**src/rtl/mem_port_arbiter_if.sv**
```systemverilog
// mem_port_arbiter_if: pipeline-side request/response signals and memory-macro signals
// of mem_port_arbiter; the arbiter connects through the slave modport.
interface mem_port_arbiter_if;
    logic        if_req;
    logic [31:0] if_addr;
    logic        if_valid;
    logic [31:0] if_rdata;
    logic        fetch_stall;
    logic        d_req;
    logic        d_we;
    logic [31:0] d_addr;
    logic [31:0] d_wdata;
    logic        d_valid;
    logic [31:0] d_rdata;
    logic        mem_en;
    logic        mem_we;
    logic [31:0] mem_addr;
    logic [31:0] mem_wdata;
    logic [31:0] mem_rdata;
    modport slave (
        input  if_req, if_addr, d_req, d_we, d_addr, d_wdata, mem_rdata,
        output if_valid, if_rdata, fetch_stall, d_valid, d_rdata, mem_en, mem_we, mem_addr, mem_wdata
    );
    modport master (
        output if_req, if_addr, d_req, d_we, d_addr, d_wdata, mem_rdata,
        input  if_valid, if_rdata, fetch_stall, d_valid, d_rdata, mem_en, mem_we, mem_addr, mem_wdata
    );
endinterface

```
**src/rtl/mem_port_arbiter.sv**
```systemverilog
// mem_port_arbiter: shares one memory port between fetch and load/store with fixed-latency sequencing.
// Define MEM_ARB_RR_EN for round-robin arbitration instead of data priority with a starvation limit.
module mem_port_arbiter #(
    parameter int MEM_LATENCY  = 2,
    parameter int STARVE_LIMIT = 4
) (
    input logic               clk,
    input logic               rst,
    mem_port_arbiter_if.slave bus_io
);
    localparam logic [1:0] IDLE    = 2'd0;
    localparam logic [1:0] BUSY_IF = 2'd1;
    localparam logic [1:0] BUSY_D  = 2'd2;
    localparam logic [3:0] LAT_M1  = 4'(MEM_LATENCY - 1);
    logic [1:0]  state_q, state_d;
    logic [3:0]  lat_q, lat_d;
    logic        mem_en_q, mem_en_d, mem_we_q, mem_we_d, acc_we_q, acc_we_d;
    logic        if_valid_q, if_valid_d, d_valid_q, d_valid_d;
    logic [31:0] mem_addr_q, mem_addr_d, mem_wdata_q, mem_wdata_d;
    logic [31:0] if_rdata_q, if_rdata_d, d_rdata_q, d_rdata_d;
    logic        if_elig, d_elig, grant_if, grant_d, done;
    // a requester completing this cycle still holds its req and must not be re-granted
    assign if_elig = bus_io.if_req & ~if_valid_q;
    assign d_elig  = bus_io.d_req & ~d_valid_q;
`ifdef MEM_ARB_RR_EN
    logic last_d_q;
    assign grant_if = state_q == IDLE && if_elig && (!d_elig || last_d_q);
    always_ff @(posedge clk or posedge rst)
        if (rst) last_d_q <= 1'b0;
        else if (grant_if || grant_d) last_d_q <= grant_d;
`else
    localparam logic [3:0] SLIM = 4'(STARVE_LIMIT);
    logic [3:0] starve_q;
    assign grant_if = state_q == IDLE && if_elig && (!d_elig || starve_q == SLIM);
    always_ff @(posedge clk or posedge rst)
        if (rst) starve_q <= 4'd0;
        else if (grant_if) starve_q <= 4'd0;
        else if (grant_d && bus_io.if_req && starve_q != SLIM) starve_q <= starve_q + 4'd1;
`endif
    assign grant_d = state_q == IDLE && d_elig && !grant_if;
    assign done    = state_q != IDLE && lat_q == 4'd0;
    always_comb begin
        state_d     = done ? IDLE : state_q;
        lat_d       = state_q != IDLE && lat_q != 4'd0 ? lat_q - 4'd1 : lat_q;
        mem_en_d    = grant_if || grant_d;
        mem_we_d    = grant_d && bus_io.d_we;
        acc_we_d    = acc_we_q;
        mem_addr_d  = mem_addr_q;
        mem_wdata_d = mem_wdata_q;
        if_valid_d  = done && state_q == BUSY_IF;
        d_valid_d   = done && state_q == BUSY_D;
        if_rdata_d  = done && state_q == BUSY_IF ? bus_io.mem_rdata : if_rdata_q;
        d_rdata_d   = done && state_q == BUSY_D && !acc_we_q ? bus_io.mem_rdata : d_rdata_q;
        if (grant_if || grant_d) begin
            state_d     = grant_d ? BUSY_D : BUSY_IF;
            lat_d       = LAT_M1;
            acc_we_d    = grant_d && bus_io.d_we;
            mem_addr_d  = grant_d ? bus_io.d_addr : bus_io.if_addr;
            mem_wdata_d = grant_d ? bus_io.d_wdata : mem_wdata_q;
        end
    end
    always_ff @(posedge clk or posedge rst) begin
        if (rst) begin
            state_q     <= IDLE;
            lat_q       <= 4'd0;
            mem_en_q    <= 1'b0;
            mem_we_q    <= 1'b0;
            acc_we_q    <= 1'b0;
            if_valid_q  <= 1'b0;
            d_valid_q   <= 1'b0;
            mem_addr_q  <= 32'd0;
            mem_wdata_q <= 32'd0;
            if_rdata_q  <= 32'd0;
            d_rdata_q   <= 32'd0;
        end else begin
            state_q     <= state_d;
            lat_q       <= lat_d;
            mem_en_q    <= mem_en_d;
            mem_we_q    <= mem_we_d;
            acc_we_q    <= acc_we_d;
            if_valid_q  <= if_valid_d;
            d_valid_q   <= d_valid_d;
            mem_addr_q  <= mem_addr_d;
            mem_wdata_q <= mem_wdata_d;
            if_rdata_q  <= if_rdata_d;
            d_rdata_q   <= d_rdata_d;
        end
    end
    assign bus_io.mem_en      = mem_en_q;
    assign bus_io.mem_we      = mem_we_q;
    assign bus_io.mem_addr    = mem_addr_q;
    assign bus_io.mem_wdata   = mem_wdata_q;
    assign bus_io.if_valid    = if_valid_q;
    assign bus_io.if_rdata    = if_rdata_q;
    assign bus_io.d_valid     = d_valid_q;
    assign bus_io.d_rdata     = d_rdata_q;
    assign bus_io.fetch_stall = bus_io.if_req & ~if_valid_q;
endmodule

```
**src/flat_wrapper.sv**
```systemverilog
// flat-port wrapper written by rule: the top's interface ports become plain ports
module mem_port_arbiter_flat 
#(
    parameter int MEM_LATENCY  = 2,
    parameter int STARVE_LIMIT = 4
)
  (clk, rst, bus_io_if_req, bus_io_if_addr, bus_io_d_req, bus_io_d_we, bus_io_d_addr, bus_io_d_wdata, bus_io_mem_rdata, bus_io_if_valid, bus_io_if_rdata, bus_io_fetch_stall, bus_io_d_valid, bus_io_d_rdata, bus_io_mem_en, bus_io_mem_we, bus_io_mem_addr, bus_io_mem_wdata);
  mem_port_arbiter_if bus_io_i ();
  input logic clk;
  input logic rst;
  input wire logic [$bits(bus_io_i.if_req)-1:0] bus_io_if_req;
  input wire logic [$bits(bus_io_i.if_addr)-1:0] bus_io_if_addr;
  input wire logic [$bits(bus_io_i.d_req)-1:0] bus_io_d_req;
  input wire logic [$bits(bus_io_i.d_we)-1:0] bus_io_d_we;
  input wire logic [$bits(bus_io_i.d_addr)-1:0] bus_io_d_addr;
  input wire logic [$bits(bus_io_i.d_wdata)-1:0] bus_io_d_wdata;
  input wire logic [$bits(bus_io_i.mem_rdata)-1:0] bus_io_mem_rdata;
  output wire logic [$bits(bus_io_i.if_valid)-1:0] bus_io_if_valid;
  output wire logic [$bits(bus_io_i.if_rdata)-1:0] bus_io_if_rdata;
  output wire logic [$bits(bus_io_i.fetch_stall)-1:0] bus_io_fetch_stall;
  output wire logic [$bits(bus_io_i.d_valid)-1:0] bus_io_d_valid;
  output wire logic [$bits(bus_io_i.d_rdata)-1:0] bus_io_d_rdata;
  output wire logic [$bits(bus_io_i.mem_en)-1:0] bus_io_mem_en;
  output wire logic [$bits(bus_io_i.mem_we)-1:0] bus_io_mem_we;
  output wire logic [$bits(bus_io_i.mem_addr)-1:0] bus_io_mem_addr;
  output wire logic [$bits(bus_io_i.mem_wdata)-1:0] bus_io_mem_wdata;
  assign bus_io_i.if_req = bus_io_if_req;
  assign bus_io_i.if_addr = bus_io_if_addr;
  assign bus_io_i.d_req = bus_io_d_req;
  assign bus_io_i.d_we = bus_io_d_we;
  assign bus_io_i.d_addr = bus_io_d_addr;
  assign bus_io_i.d_wdata = bus_io_d_wdata;
  assign bus_io_i.mem_rdata = bus_io_mem_rdata;
  assign bus_io_if_valid = bus_io_i.if_valid;
  assign bus_io_if_rdata = bus_io_i.if_rdata;
  assign bus_io_fetch_stall = bus_io_i.fetch_stall;
  assign bus_io_d_valid = bus_io_i.d_valid;
  assign bus_io_d_rdata = bus_io_i.d_rdata;
  assign bus_io_mem_en = bus_io_i.mem_en;
  assign bus_io_mem_we = bus_io_i.mem_we;
  assign bus_io_mem_addr = bus_io_i.mem_addr;
  assign bus_io_mem_wdata = bus_io_i.mem_wdata;
  mem_port_arbiter #(.MEM_LATENCY(MEM_LATENCY), .STARVE_LIMIT(STARVE_LIMIT)) u_core (.clk(clk), .rst(rst), .bus_io(bus_io_i));
endmodule
```
**config.mk**
```make
export PLATFORM = sky130hd
export DESIGN_NAME = mem_port_arbiter_flat
export DESIGN_NICKNAME = d
export VERILOG_FILES = /design/src/rtl/mem_port_arbiter_if.sv /design/src/rtl/mem_port_arbiter.sv /design/src/flat_wrapper.sv
export SDC_FILE = /design/constraint.sdc
export NUM_CORES = 1
export LEC_CHECK = 0
export ABC_AREA = 1
export CAP_MARGIN = 20
export CELL_PAD_IN_SITES_DETAIL_PLACEMENT = 1
export CELL_PAD_IN_SITES_GLOBAL_PLACEMENT = 2
export CORE_AREA = 2 2 174 176
export CTS_BUF_LIST = sky130_fd_sc_hd__clkbuf_16
export CTS_CLUSTER_SIZE = 8
export DETAILED_ROUTE_END_ITERATION = 16
export DIE_AREA = 0 0 176 178
export PLACE_DENSITY = 0.76
export SYNTH_ARGS = -nofsm -noshare
export SYNTH_HDL_FRONTEND = slang
export SYNTH_SLANG_ARGS = --single-unit
```
**constraint.sdc**
```tcl
create_clock -name clk -period 4.8 [get_ports clk]
set_clock_uncertainty 0.2 [all_clocks]
set_input_delay 0.96 -clock clk [delete_from_list [all_inputs] [get_ports clk]]
set_output_delay 0.96 -clock clk [all_outputs]
set_load 0.05 [all_outputs]
```
==> Word level (Yosys, flattened, before mapping) <==
Index checks and enable logic that the tools add are counted.
{ "word_totals": {"ff_bits": 143, "in_bits": 133, "out_inout_bits": 133, "word_cells": 55} }
{ "op_classes": {"add_sub_neg": 2, "n_eq_ne": 4, "n_mux": 8, "bitwise": 4, "reduce_logical": 25} }
{ "op_table": {"columns": ["cell", "count"], "rows": [
  ["two-way mux 32 bit", 1],
  ["two-way mux 4 bit", 4],
  ["logical AND 1 bit", 12],
  ["nonzero test 2 bit", 4],
  ["two-way mux 2 bit", 3],
  ["adder 4 x 1 -> 4 bit, second input constant", 1],
  ["== test 4 x 3 -> 1 bit, second input constant", 1],
  ["logical NOT 4 bit", 1],
  ["!= test 4 x 3 -> 1 bit, second input constant", 1],
  ["nonzero test 4 bit", 1],
  ["subtractor 4 x 1 -> 4 bit, second input constant", 1],
  ["logical NOT 1 bit", 3],
  ["AND 1 bit", 2],
  ["== test 2 x 1 -> 1 bit, second input constant", 1],
  ["== test 2 bit, second input constant", 1],
  ["logical NOT 2 bit", 1],
  ["logical OR 1 bit", 2],
  ["inverter 1 bit", 2],
  ["AND reduction 2 bit", 1]
]} }

==> Logic depth before layout (Yosys ltp) <==
{ "logic_depth": {"depth_word": 11, "mapped_depth": 10, "depth_no_buf": 8} }

==> Worst setup path after synthesis <==
OpenSTA, ideal clock, no wires.
{ "synth_timing": {"kind": "in2out", "from": "input port bus_io_if_req", "to": "output port bus_io_fetch_stall", "arrival_ns": 1.655, "required_time_ns": 3.640, "slack_ns": 1.985, "path_stages": 2, "n_path_buf": 0, "cell_sequence": "inv_1 -> nor2_1"} }
{ "synth_between": {"elab_chain_len": 1} }
{ "synth_rtl": {"columns": ["element", "line", "text"], "rows": [
  ["from (decl)", "flat_wrapper.sv:11", "input wire logic [$bits(bus_io_i.if_req)-1:0] bus_io_if_req;"],
  ["AND 1 bit", "mem_port_arbiter.sv:97", "assign bus_io.fetch_stall = bus_io.if_req & ~if_valid_q;"],
  ["to (decl)", "flat_wrapper.sv:20", "output wire logic [$bits(bus_io_i.fetch_stall)-1:0] bus_io_fetch_stall;"]
]} }
Every way passes these cells.

==> Worst setup path after layout <==
Ends and elaborated chain as after synthesis.

==> run summary <==
Total Nets Final: 1104
Synthesized area: 0.00613 mm2
CTS root buf: clkbuf_16
Post-synth top area share: 0.584
Syn_nets: 854
RePlAce Congestion: 0.727
Clock-pin transition on the worst setup and hold timing paths: 0.07 ns
Status: completed
Area occupied by registers: 0.00358 mm2
F_max: 275 MHz
Met2 wire len: 10000 um
Top post-synthesis cells by area: dfrtp_1, nand2_1, nand3_1
Cell variety after synth: 23
Rows: 63
CTS max path bufs: 2
Synth Instances: 718
Synth warnings: 0
Sequential area share after synthesis: 0.584
CP Capture Type: output pin
Hold_sp: u_core.bus_io.mem_wdata[30]
Hold Vio Cnt, Final: 0
Largest area contributor in the netlist: dfrtp_1
Initial antenna violation count: 0
Final ANT Viol Nets: 0
Final hold slack: 0.272 ns
Routed wl met3: 1890 um
Leakage Power: 0.00457 uW
Hpwl dp: 14300 um
# hold bufs at CTS: 0
Post-CTS Setup Inserts: 0
Hold endpoint: u_core.bus_io.mem_wdata[30]
Syn Area/Cell: 8.54 um2
PortBufs: 265
Vias in the first global route: 5960
Clk sinks: 143
Die Wd: 176 um
Layout fillers: 3456
Clk_lat worst skew: 0.42 ns
Post-route insts no fill: 1370
Pwr/cell area: 821 mW/mm2
Residual DRC: 0
Critical Path Fanout Max: 3
M1 wire length: 9490 um
Fin util: 0.330
Placed cell count: 1339
Setup violators final: 0
Top sig layer: met4
Antenna Cells: 0
Gates resized, CTS repair: 0
TritonCTS Buffers: 17
Via count: 5708
RR Endpoint: u_core.starve_q[2]
Worst Path Required: 3.64 ns
Final WL: 21600 um
RSZ-0062 raised after global routing: no
Tightest Pin Transition: 0.840 ns
I/O Pins: 266
TNS Setup: 0 ns
Tot Pwr: 7960 uW
Async set-reset flop share out of synthesis: 1.00
CTS tree: done
Reg-to-Reg Start: u_core.state_q[0]
Core Area: 0.0294 mm2
Min Tclk post-route: 3.63 ns
Register-to-register setup slack: 2.44 ns
Max transition margin: 0.440
Initial DRC Count: 228
First-pass GRT wire length: 34000 um
Hold Path Stages: 2
Number of register bits inferred by synthesis: 143
Worst hold path type: reg2reg
EDFF count, synth: 0
Tcrit/Tclk final: 0.757
Total Routing Usage GR: 0.139
Chip height: 178 um
Vias/cell: 4.17
Area grow syn2layout: 58.1%
Initial Util: 0.208
Detailed-router iteration count before antenna repair: 4
Largest net degree at the start of global routing: 144
Die area: 0.0313 mm2
Max-slew violations: 0
Maxcap violations: 0
Startpoint types: input port
Top FF cell, synth: dfrtp_1
Worst vdd ir: 0.346 mV
Worst path arrival time: 2.47 ns
H-tree Lvls: 4
Multi-input gate area: 0.00202 mm2
Critical path class: in2out
Share of layout cells above drive strength 1: 0.0541
Wire per inst: 15.8 um
Total gr overflow: 0
Worst r2r path cells: 7
==> cells in the final DEF, fill, tap and decap left out <==
cell / n
buf_12: 1
nand2_4: 1
clkinv_2: 1
buf_4: 8
inv_6: 3
o21ai_0: 65
clkdlybuf4s50_1: 265
inv_1: 80
nor3_1: 2
xor2_1: 1
nand4_1: 1
nand3_1: 110
nand4_2: 1
nor2_4: 1
nand2_2: 3
inv_2: 4
dfrtp_1: 143
a21oi_1: 32
nand2_1: 212
ha_1: 3
nand3_2: 1
inv_8: 4
o22ai_1: 1
clkinvlp_4: 5
nor2_2: 1
nor2_1: 9
clkbuf_16: 17
clkinv_4: 2
o21ai_1: 3
==> metal layers <==
metal | vias up | global-route usage
met5 | - | 0
met4 | 0 | 0.0282
met3 | 7 | 0.0578
met2 | 180 | 0.224
met1 | 2744 | 0.175
li1 | 2777 | -
==> synth_stat cells, types with 3 or more instances <==
master	instances
o21ai_1	3
dfrtp_1	143
buf_2	24
a21oi_1	32
nand2_1	212
clkbuf_1	12
ha_1	3
nand2_2	3
inv_2	4
nor2_1	9
nand3_1	111
o21ai_0	65
buf_4	4
inv_1	81
==> metrics by stage <==
step	area (um2)	setup slack, ns
3_3_place_gp	9140	1.18
6_report	9690	1.17
4_1_cts	9690	1.16
5_1_grt	9690	1.10
2_1_floorplan	6130	1.85
3_5_place_dp	9140	1.16
==> worst max-delay path, stage by stage <==
cell and delay, ns:
clkdlybuf4s50_1 0.51, inv_1 0.05, nor2_1 0.12, clkdlybuf4s50_1 0.82
==> cell families (layout without fill, tap and decap cells) <==
kind of cell / count (synthesis) / count (layout) / share of synthesized area
AOI/OAI and AO/OA: 101 / 101 / 0.0827
xor gates and xnor gates: 1 / 1 / 0.00143
adders and majority gates: 3 / 3 / 0.00612
buffers and inverters: 128 / 390 / 0.0884
DFF: 143 / 143 / 0.584
and+or+nand+nor: 342 / 342 / 0.238
==> worst max-delay path by stage <==
| stage | slack (ns) | endpoint | start | depth (start not counted) |
|---|---|---|---|---|
| 4_1_cts | 1.16 | bus_io_fetch_stall | bus_io_if_req | 4 |
| 3_5_place_dp | 1.16 | bus_io_fetch_stall | bus_io_if_req | 4 |
| 2_1_floorplan | 1.85 | u_core.acc_we_q | rst | 1 |
| 3_3_place_gp | 1.18 | bus_io_fetch_stall | bus_io_if_req | 4 |
| 5_1_grt | 1.10 | bus_io_fetch_stall | bus_io_if_req | 4 |
| 6_report | 1.17 | bus_io_fetch_stall | bus_io_if_req | 4 |
==> report_power, final <==
group	total (uW)	leakage [uW]	internal (uW)	switching, uW
logic	4560	0.00257	1410	3150
clock network	1280	0.000260	678	601
registers	2120	0.00174	1800	325
==> state kept, by name (all words and copies together), names as in the netlist <==
signal	flops
u_core.acc_we_q	1
u_core.bus_io.d_rdata	32
u_core.bus_io.d_valid	1
u_core.bus_io.if_rdata	32
u_core.bus_io.if_valid	1
u_core.bus_io.mem_addr	32
u_core.bus_io.mem_en	1
u_core.bus_io.mem_wdata	32
u_core.bus_io.mem_we	1
u_core.lat_q	4
u_core.starve_q	4
u_core.state_q	2
==> layout make-up <==
type                       instances  area share
timing repair buffer             274       0.282
multi-input combinational        447       0.208
clock inverter                    14      0.0128
clock buffer                      17      0.0439
sequential                       143       0.369
inverter                          85      0.0333
tap                              390      0.0504
Power figures use the tool's default switching activity.
